$ cat config.mk
export PLATFORM = sky130hd
export DESIGN_NAME = avalon_st_demultiplexer
export DESIGN_NICKNAME = d
export VERILOG_FILES = /design/src/rtl/avalon_st_demultiplexer.sv
export SDC_FILE = /design/constraint.sdc
export NUM_CORES = 1
export LEC_CHECK = 0
export CORE_AREA = 2 2 164 166
export DETAILED_ROUTE_END_ITERATION = 8
export DIE_AREA = 0 0 166 168
export GPL_TIMING_DRIVEN = 0
export PLACE_DENSITY_LB_ADDON = 0.08
export SLEW_MARGIN = 30
export SYNTH_ARGS = -nofsm -noshare
export SYNTH_HDL_FRONTEND = slang
export SYNTH_SLANG_ARGS = --single-unit
$ cat constraint.sdc
create_clock -name clk -period 4.5 [get_ports clk]
set_clock_uncertainty 0.2 [all_clocks]
set_input_delay 1.35 -clock clk [delete_from_list [all_inputs] [get_ports clk]]
set_output_delay 1.35 -clock clk [all_outputs]
set_load 0.03 [all_outputs]
$ cat src/rtl/avalon_st_demultiplexer.sv
// 1:2 Avalon-ST packet demultiplexer: whole packets are steered to output ONE or TWO by the
// route bit of the SOP channel, each output behind a one-deep register; orphan beats are dropped.
module avalon_st_demultiplexer #(
    parameter int DATA_WIDTH    = 128,
    parameter int EMPTY_WIDTH   = 2,
    parameter int CHANNEL_WIDTH = 1,
    parameter int ROUTE_BIT     = 0,
    parameter int ERR_WIDTH     = 16
) (
    input  logic                     clk,
    input  logic                     reset_n,
    input  logic [CHANNEL_WIDTH-1:0] avsi_channel,
    input  logic [DATA_WIDTH-1:0]    avsi_data,
    input  logic                     avsi_valid,
    input  logic                     avsi_sop,
    input  logic                     avsi_eop,
    input  logic [EMPTY_WIDTH-1:0]   avsi_empty,
    output logic                     avsi_ready,
    output logic [CHANNEL_WIDTH-1:0] avso_one_channel,
    output logic [DATA_WIDTH-1:0]    avso_one_data,
    output logic                     avso_one_valid,
    output logic                     avso_one_sop,
    output logic                     avso_one_eop,
    output logic [EMPTY_WIDTH-1:0]   avso_one_empty,
    input  logic                     avso_one_ready,
    output logic [CHANNEL_WIDTH-1:0] avso_two_channel,
    output logic [DATA_WIDTH-1:0]    avso_two_data,
    output logic                     avso_two_valid,
    output logic                     avso_two_sop,
    output logic                     avso_two_eop,
    output logic [EMPTY_WIDTH-1:0]   avso_two_empty,
    input  logic                     avso_two_ready,
    output logic [ERR_WIDTH-1:0]     err_count,
    output logic [1:0]               dbg_state
);

    // Handshake: a beat moves on any port in a cycle where valid and ready are both high
    // (readyLatency 0); a source holding valid without ready keeps its beat for the next cycle.

    localparam int BEAT_W = 2 + CHANNEL_WIDTH + EMPTY_WIDTH + DATA_WIDTH;

    typedef enum logic [1:0] {
        IDLE   = 2'd0,
        ROUTE1 = 2'd1,
        ROUTE2 = 2'd2
    } state_e;

    state_e                state_q, state_d;
    logic                  one_valid_q, one_valid_d;
    logic                  two_valid_q, two_valid_d;
    logic [BEAT_W-1:0]     one_beat_q, one_beat_d;
    logic [BEAT_W-1:0]     two_beat_q, two_beat_d;
    logic [ERR_WIDTH-1:0]  err_q, err_d;

    logic [BEAT_W-1:0]     in_beat;
    logic                  free_one, free_two;
    logic                  has_target, to_two;
    logic                  accept, load_one, load_two, err_bump;

    assign in_beat = {avsi_sop, avsi_eop, avsi_channel, avsi_empty, avsi_data};

    always_comb begin
        free_one   = !one_valid_q || avso_one_ready;
        free_two   = !two_valid_q || avso_two_ready;
        has_target = avsi_sop || (state_q != IDLE);
        to_two     = avsi_sop ? avsi_channel[ROUTE_BIT] : (state_q == ROUTE2);

        // Non-SOP beats in IDLE are always taken so they can be dropped without stalling.
        avsi_ready = 1'b0;
        if (!reset_n) begin
            avsi_ready = 1'b0;
        end else if (avsi_valid) begin
            avsi_ready = has_target ? (to_two ? free_two : free_one) : 1'b1;
        end else if (state_q == IDLE) begin
            avsi_ready = free_one && free_two;
        end else begin
            avsi_ready = (state_q == ROUTE2) ? free_two : free_one;
        end

        accept   = avsi_valid && avsi_ready;
        load_one = accept && has_target && !to_two;
        load_two = accept && has_target && to_two;

        one_valid_d = load_one || (one_valid_q && !free_one);
        two_valid_d = load_two || (two_valid_q && !free_two);
        one_beat_d  = load_one ? in_beat : one_beat_q;
        two_beat_d  = load_two ? in_beat : two_beat_q;

        state_d  = state_q;
        err_bump = 1'b0;
        if (accept) begin
            if (avsi_sop) begin
                // An SOP inside an open packet truncates it and starts the new one.
                err_bump = (state_q != IDLE);
                if (avsi_eop) begin
                    state_d = IDLE;
                end else begin
                    state_d = avsi_channel[ROUTE_BIT] ? ROUTE2 : ROUTE1;
                end
            end else if (state_q == IDLE) begin
                err_bump = 1'b1;
            end else if (avsi_eop) begin
                state_d = IDLE;
            end
        end

        err_d = err_q;
        if (err_bump && (err_q != {ERR_WIDTH{1'b1}})) begin
            err_d = err_q + ERR_WIDTH'(1);
        end
    end

    always_ff @(posedge clk or negedge reset_n) begin
        if (!reset_n) begin
            state_q     <= IDLE;
            one_valid_q <= 1'b0;
            two_valid_q <= 1'b0;
            one_beat_q  <= '0;
            two_beat_q  <= '0;
            err_q       <= '0;
        end else begin
            state_q     <= state_d;
            one_valid_q <= one_valid_d;
            two_valid_q <= two_valid_d;
            one_beat_q  <= one_beat_d;
            two_beat_q  <= two_beat_d;
            err_q       <= err_d;
        end
    end

    assign avso_one_valid = one_valid_q;
    assign avso_two_valid = two_valid_q;
    assign {avso_one_sop, avso_one_eop, avso_one_channel, avso_one_empty, avso_one_data} = one_beat_q;
    assign {avso_two_sop, avso_two_eop, avso_two_channel, avso_two_empty, avso_two_data} = two_beat_q;
    assign err_count = err_q;
    assign dbg_state = state_q;

endmodule

Yosys cells after proc, flatten, opt, wreduce, memory -nomap -nowiden
Cells that the tools add are included.
{ "word_totals": {"ff_bits": 286, "in_bits": 138, "output_inout_bits": 287, "elab_cells": 47} }
{ "op_classes": {"add_sub_neg": 1, "eq_ne": 3, "n_mux": 15, "n_reduce_logical": 22} }
{ "op_table": {"columns": ["cell", "count"], "rows": [
  ["16-bit by 1-bit adder with 16-bit output, second input constant", 1],
  ["16-bit inequality test, second input constant", 1],
  ["1-bit two-way mux", 10],
  ["2-bit two-way mux", 5],
  ["1-bit logical AND", 8],
  ["1-bit logical NOT", 5],
  ["1-bit logical OR", 5],
  ["2-bit nonzero test", 2],
  ["3-bit AND reduction", 1],
  ["2-bit equality test, second input constant", 1],
  ["2-bit logical NOT", 1],
  ["2-bit inequality test, second input constant", 1]
]} }

Logic depth before layout (Yosys ltp)
{ "logic_depth": {"word_depth": 10, "ltp_mapped": 9, "ltp_nobuf": 6} }

Least setup slack after synthesis
Ideal clock, no wire load.
{ "synth_path": {"path_type": "input port to output port", "start": "input avsi_sop", "end": "output avsi_ready", "arrival_time_ps": 2668, "required_time_ps": 2950, "path_slack_ps": 282, "cell_stages": 5, "n_path_buf": 0, "cell_sequence": "inv_1 -> ha_1 -> or4_1 -> o311ai_0 -> a21boi_0"} }
{ "synth_between": {"elab_chain_cells": 5, "word_cells_on_any_way": 6, "classes_between": "5 x mux; 1 x reduce/logical"} }
{ "synth_lines": {"columns": ["item", "line", "rtl"], "rows": [
  ["start, declared", "15", "input logic avsi_sop,"],
  ["1-bit two-way mux", "66", "to_two = avsi_sop ? avsi_channel[ROUTE_BIT] : (state_q == ROUTE2);"],
  ["1-bit two-way mux", "73", "avsi_ready = has_target ? (to_two ? free_two : free_one) : 1'b1;"],
  ["1-bit two-way mux (*)", "73", null],
  ["1-bit two-way mux (*)", "72", "end else if (avsi_valid) begin"],
  ["1-bit two-way mux (*)", "70", "if (!reset_n) begin"],
  ["end, declared", "18", "output logic avsi_ready,"]
]} }
Mark *: on every way between the ends. The rest lies on a longest branch, timed or not.

Worst setup path in the final report
Ends and elaborated chain as after synthesis.

==> impl_metrics.csv <==
group,metric,value,unit
status,run_status,"complete, no violations",
grt,grt_max_degree,82,
die,die_footprint,27900,um2
critical_path,setup.worst_path.class,"in2out",
run,max_cap_viol_count,0,
logic_synthesis,synth_simple_gate_area_share,3.16,%
clock_network,cts_setup_buffers,0,
critical_path,timing.critical_path.slowest_cell_delay,0.55,ns
logic_synthesis,synth_edf_count,0,
finish,final.fill_count,2026,
critical_path,path_delay_family,"simple AND/OR/NAND/NOR gates",
place,placement.cell_area,15700,um2
logic_synthesis,syn-cell-area,10900,um2
timing,final_hold_viol_count,0,
timing,timing.final.max_slew_violations,0,
timing,fmax,227,MHz
finish,final_nets,1273,
logic_synthesis,synth.lib_cells_used.distinct,38,
timing,holdWs,0.284,ns
place,finalWeightedCongestion,0.794,
detailed_routing,number_of_drc_markers_in_iteration_0,354,
logic_synthesis,synth_area_leader_cell,"dfrtp_1",
critical_path,critPathSlowestCell,"or4_4",
clock_network,cts_sinks,286,
timing,worst_slew_pin_slew,0.584,ns
detailed_routing,drt_pass1_iterations,4,
place,numPortBuffers,424,
grt,grt_overflow_total,0,
detailed_routing,post_dr_wirelength_cell,20.0,um
die,floorplan.die.height,168,um
critical_path,critPathBufInv,3,
logic_synthesis,synth-adder-area-share,0.229,%
place,dpl.hpwl,22600,um
logic_synthesis,synth.mux.area_fraction,27.4,%
grt,grt_pass1_vias,7714,
logic_synthesis,main_synth_ff_type,"dfrtp_1",
grt,grt_use_total,21.2,%
detailed_routing,wirelength,30000,um
logic_synthesis,netlist_top_cells_area,"dfrtp_1, mux2_2, mux2_1",
logic_synthesis,synth_cells,674,
detailed_routing,via_count,7287,
die,dieWidth,166,um
clock_network,cts_htree_levels,1,
clock_network,ctsHoldBuffers,0,
timing,grt_setup_unrepaired,"no",
logic_synthesis,synth.top_cell.area_share,65.5,%
critical_path,critical_path_peak_fanout,6,
timing,layout_worst_path_cycle_share,98.1,%
detailed_routing,drt_drc_violations_left,0,
critical_path,crit_chain,"clkdlybuf4s15_2 -> inv_1 -> ha_2 -> or4_4 -> o311ai_0 -> a21boi_1 -> buf_4",
die,initial_utilization,41.5,%
logic_synthesis,yosys_warnings,0,
min_path,worstHoldPathType,"reg2reg",
clock_network,max-clock-path-buffers,3,
detailed_routing,ant_nets,0,
grt,antenna_found_initial,1,
timing,slew_headroom,60.7,%
finish,seqCellArea,7160,um2
critical_path,startpoint_type,"input port",
critical_path,critical_path_required,2.95,ns
die,i_o_pin_cnt,425,
die,fp-row-count,60,
finish,multiInputGateArea,3590,um2
finish,area.growth.synth_to_final,52.2,%
critical_path,cp.arrival,2.86,ns
detailed_routing,post_dr_vias_cell,4.87,
finish,most-common-layout-cells,"clkdlybuf4s50_1, dfrtp_1, mux2_2, mux2_1, clkbuf_16",
grt,first_pass_grt_wire_length,46200,um
power_and_ir_drop,power.density_cell_area,831,nW/um2
die,floorplan.core_area,26400,um2
critical_path,critical_path.endpoint_type,"primary output",
finish,layout-drive-gt1-share,27.7,%
finish,mostFrequentLayoutCell,"clkdlybuf4s50_1",
timing,time_the_final_worst_path_needs_with_i_o_delays_and_setup,4.41,ns
logic_synthesis,syn_nets,814,
logic_synthesis,yosys.area_share.xor_xnor,1.12,%
power_and_ir_drop,vdd_drop_max,462,uV
logic_synthesis,synth_top_family_by_area,"multiplexers",
logic_synthesis,seq_area_frac_synth,65.5,%
clock_network,tritoncts,"yes",
clock_network,clockRootBuffer,"clkbuf_16",
logic_synthesis,synth_seq_cells,286,
logic_synthesis,synth_async_sr_flop_share,100,%
logic_synthesis,syn-mean-instance-area,16.2,um2
timing,final-setup-viol-count,0,
clock_network,worstSkewPairLatency,0.54,ns
clock_network,path_clk_slew,0.06,ns
finish,final_cell_area,16600,um2
power_and_ir_drop,power.leakage,7.00,nW
logic_synthesis,compound_gate_portion_of_the_synthesized_area,0.858,%
clock_network,clock_buffers_created_by_tritoncts,30,
==> path summary, 6_finish.rpt <==
check | from | end | slack [ns] | cells after the start
max | avsi_sop | avsi_ready | 0.09 | 7
min | one_beat_q[23]$_DFFE_PN0P_ | one_beat_q[23]$_DFFE_PN0P_ | 0.28 | 1
max reg2reg | dbg_state[0]$_DFFE_PN0P_ | one_beat_q[73]$_DFFE_PN0P_ | 1.88 | 8
min reg2reg | one_beat_q[23]$_DFFE_PN0P_ | one_beat_q[23]$_DFFE_PN0P_ | 0.28 | 1
max in group asynchronous | reset_n | two_beat_q[35]$_DFFE_PN0P_ | 2.39 | 3
min in group asynchronous | reset_n | err_count[0]$_DFFE_PN0P_ | 0.53 | 1
==> cell type report <==
cell class,count,area share [%]
multi-input combinational,354,21.6
clock buffer,50,5.51
inverter,3,0.0677
sequential,286,43.0
clock inverter,4,0.120
tap,341,2.57
buffer,31,1.09
antenna,1,0.0150
timing repair buffer,427,26.0
==> worst reg2reg max path, delay by kind of cell (launching register included) <==
family	cells	cell delay [ns]
mux	1	0.36
fa+ha+maj	1	0.20
simple gates	3	0.49
flops	1	0.46
buf+inv	3	0.78
==> stage by stage <==
step / power [mW] / worst slack, ns / setup TNS [ns] / utilization, % / instances
finish: 13.8 / 0.0876 / 0 / 63.1 / 1497
CTS: 14.0 / 0.00119 / 0 / 63.1 / 1496
global placement: 11.5 / -10.98 / -5938.80 / 59.2 / 1439
global route: 14.5 / 0.0203 / 0 / 63.1 / 1496
detailed placement: 11.6 / -0.858 / -0.858 / 59.5 / 1442
floorplan: 8.26 / 0.282 / 0 / - / 674
==> cell families after synthesis <==
logic type / after synthesis
flops: 286
mux: 266
simple gates: 62
buf+inv: 34
xor+xnor: 14
compound gates: 10
fa+ha+maj: 2
==> synth_stat cells, drive strengths merged, types with 2 or more instances <==
master and instances:
dfrtp 286, mux2 266, buf 31, nand2 13, nand3 10, nor2 10
xnor2 8, nand4 6, xor2 6, and3 4, nor3 4, inv 3
o311ai 3, or4 3, and2 2, ha 2, nand2b 2, nor4 2
==> timing repair <==
item	in CTS	in global routing
setup endpoints to repair	1	1
resized for setup	12	2
pin swaps	0	0
gates cloned	0	0
==> report_power, final <==
| part | leakage (nW) | internal [mW] | switching [mW] |
|---|---|---|---|
| Clock | 0.462 | 1.37 | 0.973 |
| Combinational | 3.12 | 3.15 | 3.87 |
| Sequential | 3.42 | 3.82 | 0.630 |
| Total | 7.00 | 8.34 | 5.48 |
==> registers in the layout, summed over array words and instances, names as in the netlist <==
signal / count
dbg_state: 2
one_beat_q: 133
two_beat_q: 133
avso_one_valid: 1
avso_two_valid: 1
err_count: 16
==> per-layer routing <==
| metal | vias up | share of wire [%] | track usage (%) |
|---|---|---|---|
| li1 | 3323 | - | - |
| met1 | 3632 | 39 | 25.2 |
| met2 | 288 | 50 | 36.3 |
| met3 | 44 | 9.8 | 8.56 |
| met4 | 0 | 2.0 | 4.88 |
| met5 | - | 0 | 0 |
(Power assumes the default switching activity.)
